`src/rtl/mc_ctrl.sv`:
```
// Multicycle control FSM for the MIPS-subset datapath: sequences fetch/decode/execute/
// memory/writeback and decodes the datapath controls combinationally from state and IR fields.
module mc_ctrl #(
  parameter int unsigned CNT_W = 32
) (
  input  logic             clk,
  input  logic             rst_n,
  input  logic [5:0]       op,
  input  logic [5:0]       funct,
  input  logic             zero,
  input  logic             OF,
  output logic             PCWr,
  output logic             IRWr,
  output logic             RegWr,
  output logic             MemWr,
  output logic             RegDst,
  output logic             MemtoReg,
  output logic             ALUSrcA,
  output logic [1:0]       ALUSrcB,
  output logic             ExtOp,
  output logic [1:0]       NPCop,
  output logic [2:0]       ALUctr,
  output logic             ov_flag,
  output logic [3:0]       state,
  output logic [CNT_W-1:0] instr_cnt
);

  localparam logic [5:0] OP_R    = 6'b000000;
  localparam logic [5:0] OP_ORI  = 6'b001101;
  localparam logic [5:0] OP_LUI  = 6'b001111;
  localparam logic [5:0] OP_ADDI = 6'b001000;
  localparam logic [5:0] OP_LW   = 6'b100011;
  localparam logic [5:0] OP_SW   = 6'b101011;
  localparam logic [5:0] OP_BEQ  = 6'b000100;
  localparam logic [5:0] OP_J    = 6'b000010;
  localparam logic [5:0] FN_ADDU = 6'b100001;
  localparam logic [5:0] FN_SUBU = 6'b100011;
  localparam logic [5:0] FN_SLT  = 6'b101010;

  typedef enum logic [3:0] {
    S_FETCH = 4'd0, S_DCD = 4'd1, S_EXE = 4'd2, S_MA = 4'd3, S_MR = 4'd4,
    S_MW = 4'd5, S_WB = 4'd6, S_BR = 4'd7, S_JMP = 4'd8
  } state_t;

  state_t cur, nxt;
  logic   is_r, pc_wr, ir_wr, reg_wr, mem_wr, retire;

  assign is_r  = (op == OP_R) && (funct == FN_ADDU || funct == FN_SUBU || funct == FN_SLT);
  assign state = cur;

  // Enables are forced low while reset is held, since FETCH itself asserts PCWr/IRWr.
  assign PCWr  = rst_n & pc_wr;
  assign IRWr  = rst_n & ir_wr;
  assign RegWr = rst_n & reg_wr;
  assign MemWr = rst_n & mem_wr;

  always_comb begin
    nxt      = S_FETCH;
    pc_wr    = 1'b0;
    ir_wr    = 1'b0;
    reg_wr   = 1'b0;
    mem_wr   = 1'b0;
    RegDst   = 1'b0;
    MemtoReg = 1'b0;
    ALUSrcA  = 1'b0;
    ALUSrcB  = 2'b00;
    ExtOp    = 1'b0;
    NPCop    = 2'b00;
    ALUctr   = 3'b000;
    case (cur)
      S_FETCH: begin
        pc_wr   = 1'b1;
        ir_wr   = 1'b1;
        ALUSrcB = 2'b01;
        nxt     = S_DCD;
      end
      S_DCD: begin
        ALUSrcB = 2'b11;
        ExtOp   = 1'b1;
        if (is_r || op == OP_ORI || op == OP_LUI || op == OP_ADDI) nxt = S_EXE;
        else if (op == OP_LW || op == OP_SW)                        nxt = S_MA;
        else if (op == OP_BEQ)                                      nxt = S_BR;
        else if (op == OP_J)                                        nxt = S_JMP;
        else                                                        nxt = S_FETCH;
      end
      S_EXE: begin
        ALUSrcA = 1'b1;
        ALUSrcB = is_r ? 2'b00 : 2'b10;
        ExtOp   = (op == OP_ADDI);
        if (is_r) begin
          case (funct)
            FN_SUBU: ALUctr = 3'b001;
            FN_SLT:  ALUctr = 3'b100;
            default: ALUctr = 3'b000;
          endcase
        end else begin
          case (op)
            OP_ORI:  ALUctr = 3'b010;
            OP_LUI:  ALUctr = 3'b011;
            default: ALUctr = 3'b000;
          endcase
        end
        nxt = S_WB;
      end
      S_MA: begin
        ALUSrcA = 1'b1;
        ALUSrcB = 2'b10;
        ExtOp   = 1'b1;
        nxt     = (op == OP_LW) ? S_MR : S_MW;
      end
      S_MR: nxt = S_WB;
      S_MW: mem_wr = 1'b1;
      // Only lw reaches WB through MR, so op identifies the memory-data writeback.
      S_WB: begin
        RegDst   = is_r;
        MemtoReg = (op == OP_LW);
        reg_wr   = !((op == OP_ADDI) && ov_flag);
      end
      S_BR: begin
        ALUSrcA = 1'b1;
        ALUctr  = 3'b001;
        NPCop   = 2'b01;
        pc_wr   = zero;
      end
      S_JMP: begin
        pc_wr = 1'b1;
        NPCop = 2'b10;
      end
      default: nxt = S_FETCH;
    endcase
  end

  assign retire = (cur == S_WB) || (cur == S_MW) || (cur == S_BR) || (cur == S_JMP);

  always_ff @(posedge clk or negedge rst_n) begin
    if (!rst_n) begin
      cur       <= S_FETCH;
      ov_flag   <= 1'b0;
      instr_cnt <= '0;
    end else begin
      cur <= nxt;
      if (cur == S_EXE && op == OP_ADDI) ov_flag <= OF;
      if (retire) instr_cnt <= instr_cnt + CNT_W'(1);
    end
  end

endmodule

```
`config.mk`:
```
export PLATFORM = sky130hd
export DESIGN_NAME = mc_ctrl
export DESIGN_NICKNAME = d
export VERILOG_FILES = /design/src/rtl/mc_ctrl.sv
export SDC_FILE = /design/constraint.sdc
export NUM_CORES = 1
export LEC_CHECK = 0
export ABC_AREA = 1
export BUFFER_PORTS_ARGS = -buffer_cell sky130_fd_sc_hd__buf_2
export CORE_MARGIN = 3
export CORE_UTILIZATION = 40
export CTS_BUF_LIST = sky130_fd_sc_hd__clkbuf_4
export DETAILED_ROUTE_END_ITERATION = 7
export PLACE_DENSITY = 0.71
export SKIP_LAST_GASP = 1
export SLEW_MARGIN = 15
export SYNTH_ARGS = -nofsm -noshare
export SYNTH_HDL_FRONTEND = slang
export SYNTH_SLANG_ARGS = --single-unit
```
`constraint.sdc`:
```
create_clock -name clk -period 2.1 [get_ports clk]
set_clock_uncertainty 0.15 [all_clocks]
set_input_delay 0.42 -clock clk [delete_from_list [all_inputs] [get_ports clk]]
set_output_delay 0.42 -clock clk [all_outputs]
set_load 0.05 [all_outputs]
```
==> impl_table.tex, run 1 <==
\begin{tabular}{lr}
\hline
Metric & Value \\
\hline
\multicolumn{2}{l}{\textbf{Yosys}} \\
\quad Ys flop type & dfrtp\_1 \\
\quad Top cell type by total area after synthesis & dfrtp\_1 \\
\quad Number of instances in the synthesized netlist & 379 \\
\quad Post-synthesis mux area share & 0\% \\
\quad Cell types with the largest area share after synthesis & dfrtp\_1 37\%, nand2\_1 21\%, nor2\_1 9.6\% \\
\quad Post-Syn Area & 2510 um2 \\
\quad Share of synthesized area occupied by flip-flops and latches & 36.8\% \\
\quad Share of the synthesized area in the top cell type & 36.8\% \\
\quad Synthesized netlist net count & 396 \\
\quad Async set-or-reset flop fraction in the synthesized netlist & between 90\% and 100\% \\
\quad Simple logic cell fraction of the synthesized area & 47.8\% \\
\quad Mapped Avg Cell Area & 6.63 um2 \\
\quad Count of synthesis-stage warnings from yosys & 0 \\
\quad Number of synthesized register bits & 37 \\
\quad Adder-cell area share of the yosys netlist & 0.498\% \\
\quad Xor and xnor fraction of the mapped netlist area & just under 6\% \\
\quad Count of distinct cell types in the synthesized netlist & 27 \\
\quad Compound-gate portion of the synthesized area & 1.89\% \\
\quad Number of enable-type register cells in the synthesized netlist & 0 \\
\quad Main combinational cell family by area after synthesis & simple AND/OR/NAND/NOR gates \\
\multicolumn{2}{l}{\textbf{Cells and area}} \\
\quad Ratio of cells with drive above 1 in the final layout & 29.2\% \\
\quad Leading cell types in the layout, fill and taps excluded & 138 x nand2\_1, 57 x nor2\_1, 55 x buf\_2 \\
\quad Final non-filler cell total & 541 \\
\quad Number of inserted diodes & 0 \\
\quad Area growth from synthesis to final layout & 31.6\% \\
\quad Final-layout fill cell count & 587 \\
\quad Net count of the finished layout & approximately 480 \\
\quad Most common library cell in the layout ignoring fill and taps & nand2\_1 \\
\multicolumn{2}{l}{\textbf{Detailed routing}} \\
\quad Routed length per placed instance & about 12 um \\
\quad Number of design rule violations left after detail routing & 0 \\
\quad First-pass detailed-route iteration total & 4 \\
\quad Number of nets still failing antenna checks after routing & 0 \\
\quad Number of vias per cell after detailed routing & 4.96 \\
\quad Total length of routed wires & approximately 6800 um \\
\quad Routed via count & 2682 \\
\quad First-iteration detailed-routing DRC count & around 130 \\
\multicolumn{2}{l}{\textbf{Global routing}} \\
\quad Pin count of the biggest net entering global routing & 34 \\
\quad Number of global-route vias before repair & between 2k and 3k \\
\quad Number of antenna violations at the first check in global routing & 0 \\
\quad Wire length of the first global-routing pass & $\sim$11000 um \\
\quad Remaining Overflow, GRT & 0 \\
\quad Global-route total usage across every layer & between 10\% and 20\% \\
\multicolumn{2}{l}{\textbf{Timing}} \\
\quad Clock period minus worst slack & 2.12 ns \\
\quad Period utilisation layout & 101\% \\
\quad Worst hold margin & 0.00343 ns \\
\quad Setup repair after global routing missed its margin & yes \\
\quad Final worst-path setup slack & -0.0249 ns \\
\quad Sum of negative setup slack & -0.0512 ns \\
\quad Normalized max-slew margin & 72.0\% \\
\quad Timing-limited maximum frequency & between 400 and 500 MHz \\
\quad Final setup violation count & 3 \\
\quad Final Slew Violations & 0 \\
\quad Slew at the pin closest to its max-slew limit & 0.420 ns \\
\quad Hold violation total from the final report & 0 \\
\multicolumn{2}{l}{\textbf{Setup path}} \\
\quad Origin of the critical flop-to-flop path & state[0]\$\_DFF\_PN0\_ \\
\quad Data required, critical path & 1.53 ns \\
\quad Logic depth of the worst register-to-register path & 9 \\
\quad Register-to-register setup slack & around 0.28 ns \\
\quad Critical path's most frequent cell & nand2\_4 \\
\quad Reg-to-reg critical path endpoint & instr\_cnt[22]\$\_DFFE\_PN0P\_ \\
\quad Critical path launch point type & register \\
\quad CP max stage cell & dfrtp\_2 \\
\quad Cell breakdown of the critical path & nor2\_4 > nand2\_4 > or2\_4 > nand2\_4 > buf\_8 \\
\quad Setup CP Type & reg -> out \\
\quad Maximum fanout along the worst path & 5 \\
\quad CP arrival & about 1.6 ns \\
\quad Sort of element at the end of the critical path & primary output \\
\quad Cell family with most CP delay & simple AND/OR/NAND/NOR gates \\
\quad Buffering stage count on the worst path with inverters included & 1 \\
\quad Start point of the critical path & state[2]\$\_DFF\_PN0\_ \\
\quad Largest stage delay, worst path & 0.46 ns \\
\multicolumn{2}{l}{\textbf{Die}} \\
\quad Die Y & between 80 and 90 um \\
\quad Std-Cell Core Area & 5990 um2 \\
\quad Number of top-level pins & 68 \\
\quad Die Outline Area & 7270 um2 \\
\quad Chip Width & 85.3 um \\
\quad Site Rows & 28 \\
\quad Initial standard-cell utilization of the core & roughly two fifths \\
\multicolumn{2}{l}{\textbf{Placement}} \\
\quad RD Place Congestion & 0.906 \\
\quad Detail Placement HPWL & slightly above 5000 um \\
\quad Worst setup slack before clock tree synthesis & -0.0303 ns \\
\quad Cells after DPL & between 500 and 600 \\
\quad Port Buffer Count & 67 \\
\multicolumn{2}{l}{\textbf{Clock network}} \\
\quad CTS buffer count & 5 \\
\quad Depth of the CTS H-tree & 2 \\
\quad Clk Latency, worst-skew pair & 0.35 ns \\
\quad Clock transition at the register clock pins on the worst setup and hold paths after CTS & 0.12 ns \\
\quad Number of sinks driven by the clock tree & 37 \\
\quad Maximum number of buffers from clock root to sink & 2 \\
\quad Clock tree root driver cell & clkbuf\_4 \\
\quad CTS tree & yes \\
\multicolumn{2}{l}{\textbf{Power and ir drop}} \\
\quad Power density normalized to cell area & 875 nW/um2 \\
\quad Static power due to leakage & 1.61 nW \\
\quad Tot Pwr & 2.89 mW \\
\quad VDD IR-drop max & 0.506 mV \\
\multicolumn{2}{l}{\textbf{Min path}} \\
\quad Kind of path behind the tightest hold check & in -> async \\
\multicolumn{2}{l}{\textbf{Run status}} \\
\quad Violated checks & negative setup slack \\
\quad Status & finished with violations \\
\multicolumn{2}{l}{\textbf{Job}} \\
\quad Max-cap check violation count & 0 \\
\hline
\end{tabular}
[cell usage after synthesis (2+ instances only)]
cell / number
nor3_1: 3
nor2_2: 10
inv_1: 39
nand2_2: 5
nand2_1: 141
a21oi_1: 2
nand4_1: 8
nand3b_1: 4
nand3_1: 24
nor2_1: 64
nor2_4: 5
inv_2: 3
xor2_1: 8
o21ai_0: 6
xnor2_1: 9
dfrtp_1: 37
[repair_timing]
item	in CTS	in global routing
resized for setup	20	23
buffers inserted	8	0
endpoints found under the setup margin	13	13
pin swaps	4	4
hold endpoints to repair	4	0
hold buffers	1	0
[cell type report]
cell class	count	area, um2	area share (%)
multi-input combinational	298	1520	46.0
sequential	37	931	28.1
timing repair buffer	81	518	15.7
inverter	42	164	4.95
tap	75	93.8	2.84
clock buffer	6	45.0	1.36
clock inverter	2	33.8	1.02
[layer usage]
layer  track usage [%]  vias up  part of all wire, %
met5                 0        -                    0
met3              3.30       13                  4.5
met4              5.90        0                  2.1
li1                  -     1345                    -
met1              24.8     1251                   45
met2              32.4       73                   49
[through the flow]
step                      utilization (%)  area, um2
after CTS                            54.1       3240
after floorplan                         -       2580
final                                55.2       3310
after detailed placement             50.5       3030
after global placement               50.5       3030
after global routing                 55.2       3310
[how the worst max path moves through the flow]
stage               cells after the start        to  slack, ns
floorplan                               4  MemtoReg      -0.09
detailed placement                      6     ExtOp      -0.03
global placement                        6     ExtOp       0.02
global route                            6      PCWr      -0.09
finish                                  5     ExtOp      -0.02
CTS                                     5     ExtOp      -0.04
[sequential cells by signal, summed over array words and instances (netlist names)]
register and count:
instr_cnt 32, state 4, ov_flag 1
[kinds of logic after synthesis]
group / after synthesis
DFF: 37
and+or+nand+nor: 271
buffers and inverters: 44
adders and majority gates: 1
xor gates and xnor gates: 17
AOI/OAI and AO/OA: 9
[where the power goes]
part	total (mW)	internal, mW	leakage (nW)	switching (mW)
registers	0.891	0.787	0.496	0.104
clock network	0.504	0.261	0.0433	0.243
logic	1.50	0.461	1.07	1.04
total	2.89	1.51	1.61	1.38
Note: power is estimated with default switching activity, not from simulation.
==> run 2: changes to the inputs <==
--- a/config.mk
+++ b/config.mk
@@ -5,13 +5,12 @@
 export SDC_FILE = /design/constraint.sdc
 export NUM_CORES = 1
 export LEC_CHECK = 0
-export ABC_AREA = 1
 export BUFFER_PORTS_ARGS = -buffer_cell sky130_fd_sc_hd__buf_2
 export CORE_MARGIN = 3
 export CORE_UTILIZATION = 40
-export CTS_BUF_LIST = sky130_fd_sc_hd__clkbuf_4
+export CTS_BUF_LIST = sky130_fd_sc_hd__clkbuf_8 sky130_fd_sc_hd__clkbuf_16
 export DETAILED_ROUTE_END_ITERATION = 7
-export PLACE_DENSITY = 0.71
+export PLACE_DENSITY = 0.73
 export SKIP_LAST_GASP = 1
 export SLEW_MARGIN = 15
 export SYNTH_ARGS = -nofsm -noshare
==> impl_table.tex, run 2 <==
\begin{tabular}{lr}
\hline
Metric & Value \\
\hline
\multicolumn{2}{l}{\textbf{Cells and area}} \\
\quad Number of flip-flops in the largest register & 32 (unchanged) \\
\quad Layout Utilization & 66.7\% (was 55.2\%) \\
\quad Area growth from synthesis to final layout & 59.7\% (was 31.6\%) \\
\quad Final non-filler cell total & 379 (was 541) \\
\quad Most common library cell in the layout ignoring fill and taps & buf\_2 (was nand2\_1) \\
\quad Leading cell types in the layout, fill and taps excluded & 54 x buf\_2, 34 x buf\_4, 33 x dfrtp\_1 (was 138 x nand2\_1, 57 x nor2\_1, 55 x buf\_2) \\
\quad Design area & 3190 um2 (was 3310 um2) \\
\quad Number of inserted diodes & 0 (unchanged) \\
\quad Largest reg by FF count & instr\_cnt (unchanged) \\
\quad Ratio of cells with drive above 1 in the final layout & 56.4\% (was 29.2\%) \\
\quad Net count of the finished layout & 328 (was 482) \\
\multicolumn{2}{l}{\textbf{Timing}} \\
\quad Final worst-path setup slack & -0.255 ns (was -0.0249 ns) \\
\quad Worst hold margin & 0.0177 ns (was 0.00343 ns) \\
\quad Hold violation total from the final report & 0 (unchanged) \\
\quad Clock period minus worst slack & 2.35 ns (was 2.12 ns) \\
\quad Slew at the pin closest to its max-slew limit & 0.343 ns (was 0.420 ns) \\
\quad Period utilisation layout & 112\% (was 101\%) \\
\quad Normalized max-slew margin & 76.9\% (was 72.0\%) \\
\quad Setup repair after global routing missed its margin & yes (unchanged) \\
\quad Timing-limited maximum frequency & 425 MHz (was 471 MHz) \\
\quad Final Slew Violations & 0 (unchanged) \\
\quad Final setup violation count & 16 (was 3) \\
\multicolumn{2}{l}{\textbf{Global routing}} \\
\quad Number of antenna violations at the first check in global routing & 0 (unchanged) \\
\quad Number of global-route vias before repair & 1931 (was 2590) \\
\quad Pin count of the biggest net entering global routing & 22 (was 34) \\
\quad Wire length of the first global-routing pass & 9340 um (was 11400 um) \\
\quad Remaining Overflow, GRT & 0 (unchanged) \\
\quad Global-route total usage across every layer & 19.8\% (was 19.1\%) \\
\multicolumn{2}{l}{\textbf{Yosys}} \\
\quad Mapped Avg Cell Area & 10.1 um2 (was 6.63 um2) \\
\quad Number of enable-type register cells in the synthesized netlist & 0 (unchanged) \\
\quad Compound-gate portion of the synthesized area & 5.94\% (was 1.89\%) \\
\quad Number of synthesized register bits & 37 (unchanged) \\
\quad Top cell type by total area after synthesis & dfrtp\_1 (unchanged) \\
\quad Simple logic cell fraction of the synthesized area & 30.0\% (was 47.8\%) \\
\quad Share of the synthesized area in the top cell type & 46.3\% (was 36.8\%) \\
\quad Adder-cell area share of the yosys netlist & 0.625\% (was 0.498\%) \\
\quad Share of synthesized area occupied by flip-flops and latches & 46.3\% (was 36.8\%) \\
\quad Count of synthesis-stage warnings from yosys & 0 (unchanged) \\
\quad Number of instances in the synthesized netlist & 199 (was 379) \\
\quad Async set-or-reset flop fraction in the synthesized netlist & 100\% (unchanged) \\
\quad Synthesized netlist net count & 216 (was 396) \\
\quad Ys flop type & dfrtp\_1 (unchanged) \\
\quad Cell types with the largest area share after synthesis & dfrtp\_1 46\%, xnor2\_1 7.9\%, xor2\_1 5.7\% (was dfrtp\_1 37\%, nand2\_1 21\%, nor2\_1 9.6\%) \\
\quad Xor and xnor fraction of the mapped netlist area & 13.6\% (was 5.92\%) \\
\quad Main combinational cell family by area after synthesis & simple AND/OR/NAND/NOR gates (unchanged) \\
\quad Library cell with the highest instance count after synthesis & dfrtp\_1 (was nand2\_1) \\
\quad Count of distinct cell types in the synthesized netlist & 42 (was 27) \\
\quad Post-synthesis mux area share & 1.13\% (was 0\%) \\
\quad Commonest cells post-synth & 37 x dfrtp\_1, 20 x nor2\_1, 18 x xnor2\_1, 16 x nand2\_1, 14 x nand3\_1 (was 141 x nand2\_1, 64 x nor2\_1, 39 x inv\_1, 37 x dfrtp\_1, 24 x nand3\_1) \\
\quad Post-Syn Area & 2000 um2 (was 2510 um2) \\
\multicolumn{2}{l}{\textbf{Setup path}} \\
\quad CP arrival & 1.78 ns (was 1.55 ns) \\
\quad CP max stage cell & dfrtp\_4 (was dfrtp\_2) \\
\quad Maximum fanout along the worst path & 3 (was 5) \\
\quad Buffering stage count on the worst path with inverters included & 2 (was 1) \\
\quad Cell family with most CP delay & flip-flops (was simple AND/OR/NAND/NOR gates) \\
\quad Data required, critical path & 1.53 ns (about the same) \\
\quad Largest stage delay, worst path & 0.49 ns (was 0.46 ns) \\
\quad Setup CP Type & reg -> out (unchanged) \\
\quad Sort of element at the end of the critical path & primary output (unchanged) \\
\quad Cell breakdown of the critical path & buf\_4 > and2b\_2 > and3\_4 > a221o\_2 > buf\_8 (was nor2\_4 > nand2\_4 > or2\_4 > nand2\_4 > buf\_8) \\
\quad Critical path launch point type & register (unchanged) \\
\multicolumn{2}{l}{\textbf{Clock network}} \\
\quad CTS tree & yes (unchanged) \\
\quad Clock tree root driver cell & clkbuf\_8 (was clkbuf\_4) \\
\quad CTS buffer count & 5 (unchanged) \\
\quad Clk Latency, worst-skew pair & 0.29 ns (was 0.35 ns) \\
\quad Maximum number of buffers from clock root to sink & 2 (unchanged) \\
\quad Depth of the CTS H-tree & 2 (unchanged) \\
\quad Clock transition at the register clock pins on the worst setup and hold paths after CTS & 0.07 ns (was 0.12 ns) \\
\quad Number of sinks driven by the clock tree & 37 (unchanged) \\
\multicolumn{2}{l}{\textbf{Placement}} \\
\quad RD Place Congestion & 0.874 (was 0.906) \\
\quad Port Buffer Count & 67 (unchanged) \\
\quad Detail Placement HPWL & 3840 um (was 5140 um) \\
\quad Placed cell area & 2780 um2 (was 3030 um2) \\
\quad Worst setup slack before clock tree synthesis & -0.127 ns (was -0.0303 ns) \\
\quad Cells after DPL & 355 (was 524) \\
\multicolumn{2}{l}{\textbf{Die}} \\
\quad Std-Cell Core Area & 4790 um2 (was 5990 um2) \\
\quad Chip Width & 76.7 um (was 85.3 um) \\
\quad Number of top-level pins & 68 (unchanged) \\
\quad Initial standard-cell utilization of the core & 41.8\% (was 42.0\%) \\
\quad Die Outline Area & 5890 um2 (was 7270 um2) \\
\quad Site Rows & 25 (was 28) \\
\quad Die Y & 76.7 um (was 85.3 um) \\
\multicolumn{2}{l}{\textbf{Job}} \\
\quad Max-cap check violation count & 0 (unchanged) \\
\multicolumn{2}{l}{\textbf{Detailed routing}} \\
\quad Number of design rule violations left after detail routing & 0 (unchanged) \\
\quad First-iteration detailed-routing DRC count & 102 (was 134) \\
\quad Number of vias per cell after detailed routing & 5.25 (was 4.96) \\
\quad First-pass detailed-route iteration total & 5 (was 4) \\
\quad Routed length per placed instance & 15.1 um (was 12.5 um) \\
\quad Number of nets still failing antenna checks after routing & 0 (unchanged) \\
\quad Total length of routed wires & 5740 um (was 6760 um) \\
\quad Routed via count & 1990 (was 2682) \\
\multicolumn{2}{l}{\textbf{Run status}} \\
\quad Violated checks & negative setup slack (unchanged) \\
\quad Status & finished with violations (unchanged) \\
\multicolumn{2}{l}{\textbf{Min path}} \\
\quad Kind of path behind the tightest hold check & in -> async (unchanged) \\
\multicolumn{2}{l}{\textbf{Power and ir drop}} \\
\quad Net switching fraction of the power & 45.2\% (was 47.9\%) \\
\quad Relative contribution of combinational cells to total power & 56.5\% (was 51.8\%) \\
\quad Switching Power & 1.46 mW (was 1.38 mW) \\
\quad VDD IR-drop max & 0.893 mV (was 0.506 mV) \\
\quad Total internal power & 1.77 mW (was 1.51 mW) \\
\quad Power density normalized to cell area & 1010 nW/um2 (was 875 nW/um2) \\
\quad Static power due to leakage & 1.53 nW (was 1.61 nW) \\
\quad Share of power burned in the clock network & 14.9\% (was 17.4\%) \\
\quad Power share of the sequential group & 28.7\% (was 30.8\%) \\
\hline
\end{tabular}
-- run 2: layout make-up --
class                           instances  area [um2]
Multi-Input combinational cell        152        1290
Fill cell                             389        1590
Timing Repair Buffer                  110         778
Inverter                                5        18.8
Clock buffer                            5        68.8
Clock inverter                          3        17.5
Tap cell                               67        83.8
Sequential cell                        37         933
-- run 2: final timing paths --
check	from	slack, ns	cells after the start	end
max in group asynchronous	rst_n	1.06	3	state[0]$_DFF_PN0_
worst max register to register	state[2]$_DFF_PN0_	-0.05	9	instr_cnt[10]$_DFFE_PN0P_
min in group clk	OF	0.22	2	ov_flag$_DFFE_PN0P_
worst min register to register	state[3]$_DFF_PN0_	0.31	1	state[2]$_DFF_PN0_
worst min-delay path	rst_n	0.02	2	instr_cnt[21]$_DFFE_PN0P_
worst max-delay path	state[2]$_DFF_PN0_	-0.25	5	ALUctr[0]
-- run 2: cell families after synthesis --
logic type	after synthesis
and+or+nand+nor	101
adders and majority gates	1
DFF	37
muxes	2
xor gates and xnor gates	31
buffers and inverters	11
AOI/OAI and AO/OA	16
-- run 2: stage by stage --
| stage | total power [mW] | TNS [ns] |
|---|---|---|
| 6_report | 3.23 | -1.87 |
| 3_3_place_gp | 2.30 | -0.371 |
| 3_5_place_dp | 2.32 | -0.508 |
| 4_1_cts | 2.99 | -0.896 |
| 2_1_floorplan | 1.92 | -6.96 |
| 5_1_grt | 3.40 | -3.18 |
-- run 2: power groups by stage --
stage / combinational (mW) / sequential, mW / clock (mW)
floorplan: 0.747 / 1.18 / 0
global placement: 1.36 / 0.939 / 0
detailed placement: 1.37 / 0.942 / 0
CTS: 1.56 / 0.934 / 0.493
global route: 1.93 / 0.940 / 0.530
finish: 1.82 / 0.926 / 0.480
-- run 2: routing by layer --
metal	share of wire [%]	wire, um	vias to the layer above	global-route usage [%]
met1	44	2530	981	25.1
li1	-	-	946	-
met3	4.9	283	10	4.81
met2	49	2810	53	31.8
met5	0	0	-	0
met4	1.8	106	0	9.06
-- run 2: timing repair --
action                                  4_1_cts  5_1_grt
pin swaps                                     6       12
gates resized for setup                      33       22
endpoints found under the hold margin         1        0
gates cloned                                  0        1
hold buffers                                  2        0
buffers inserted                              4       10
endpoints found under the setup margin       12       26
-- run 2: worst register-to-register path, cell delays in order (launching register included) --
cell and delay (ns):
dfrtp_4 0.49, buf_4 0.14, and2b_2 0.20, buf_4 0.14
buf_4 0.13, a21o_4 0.22, buf_6 0.12, nand4_1 0.21
nor3_2 0.09, xor2_1 0.16
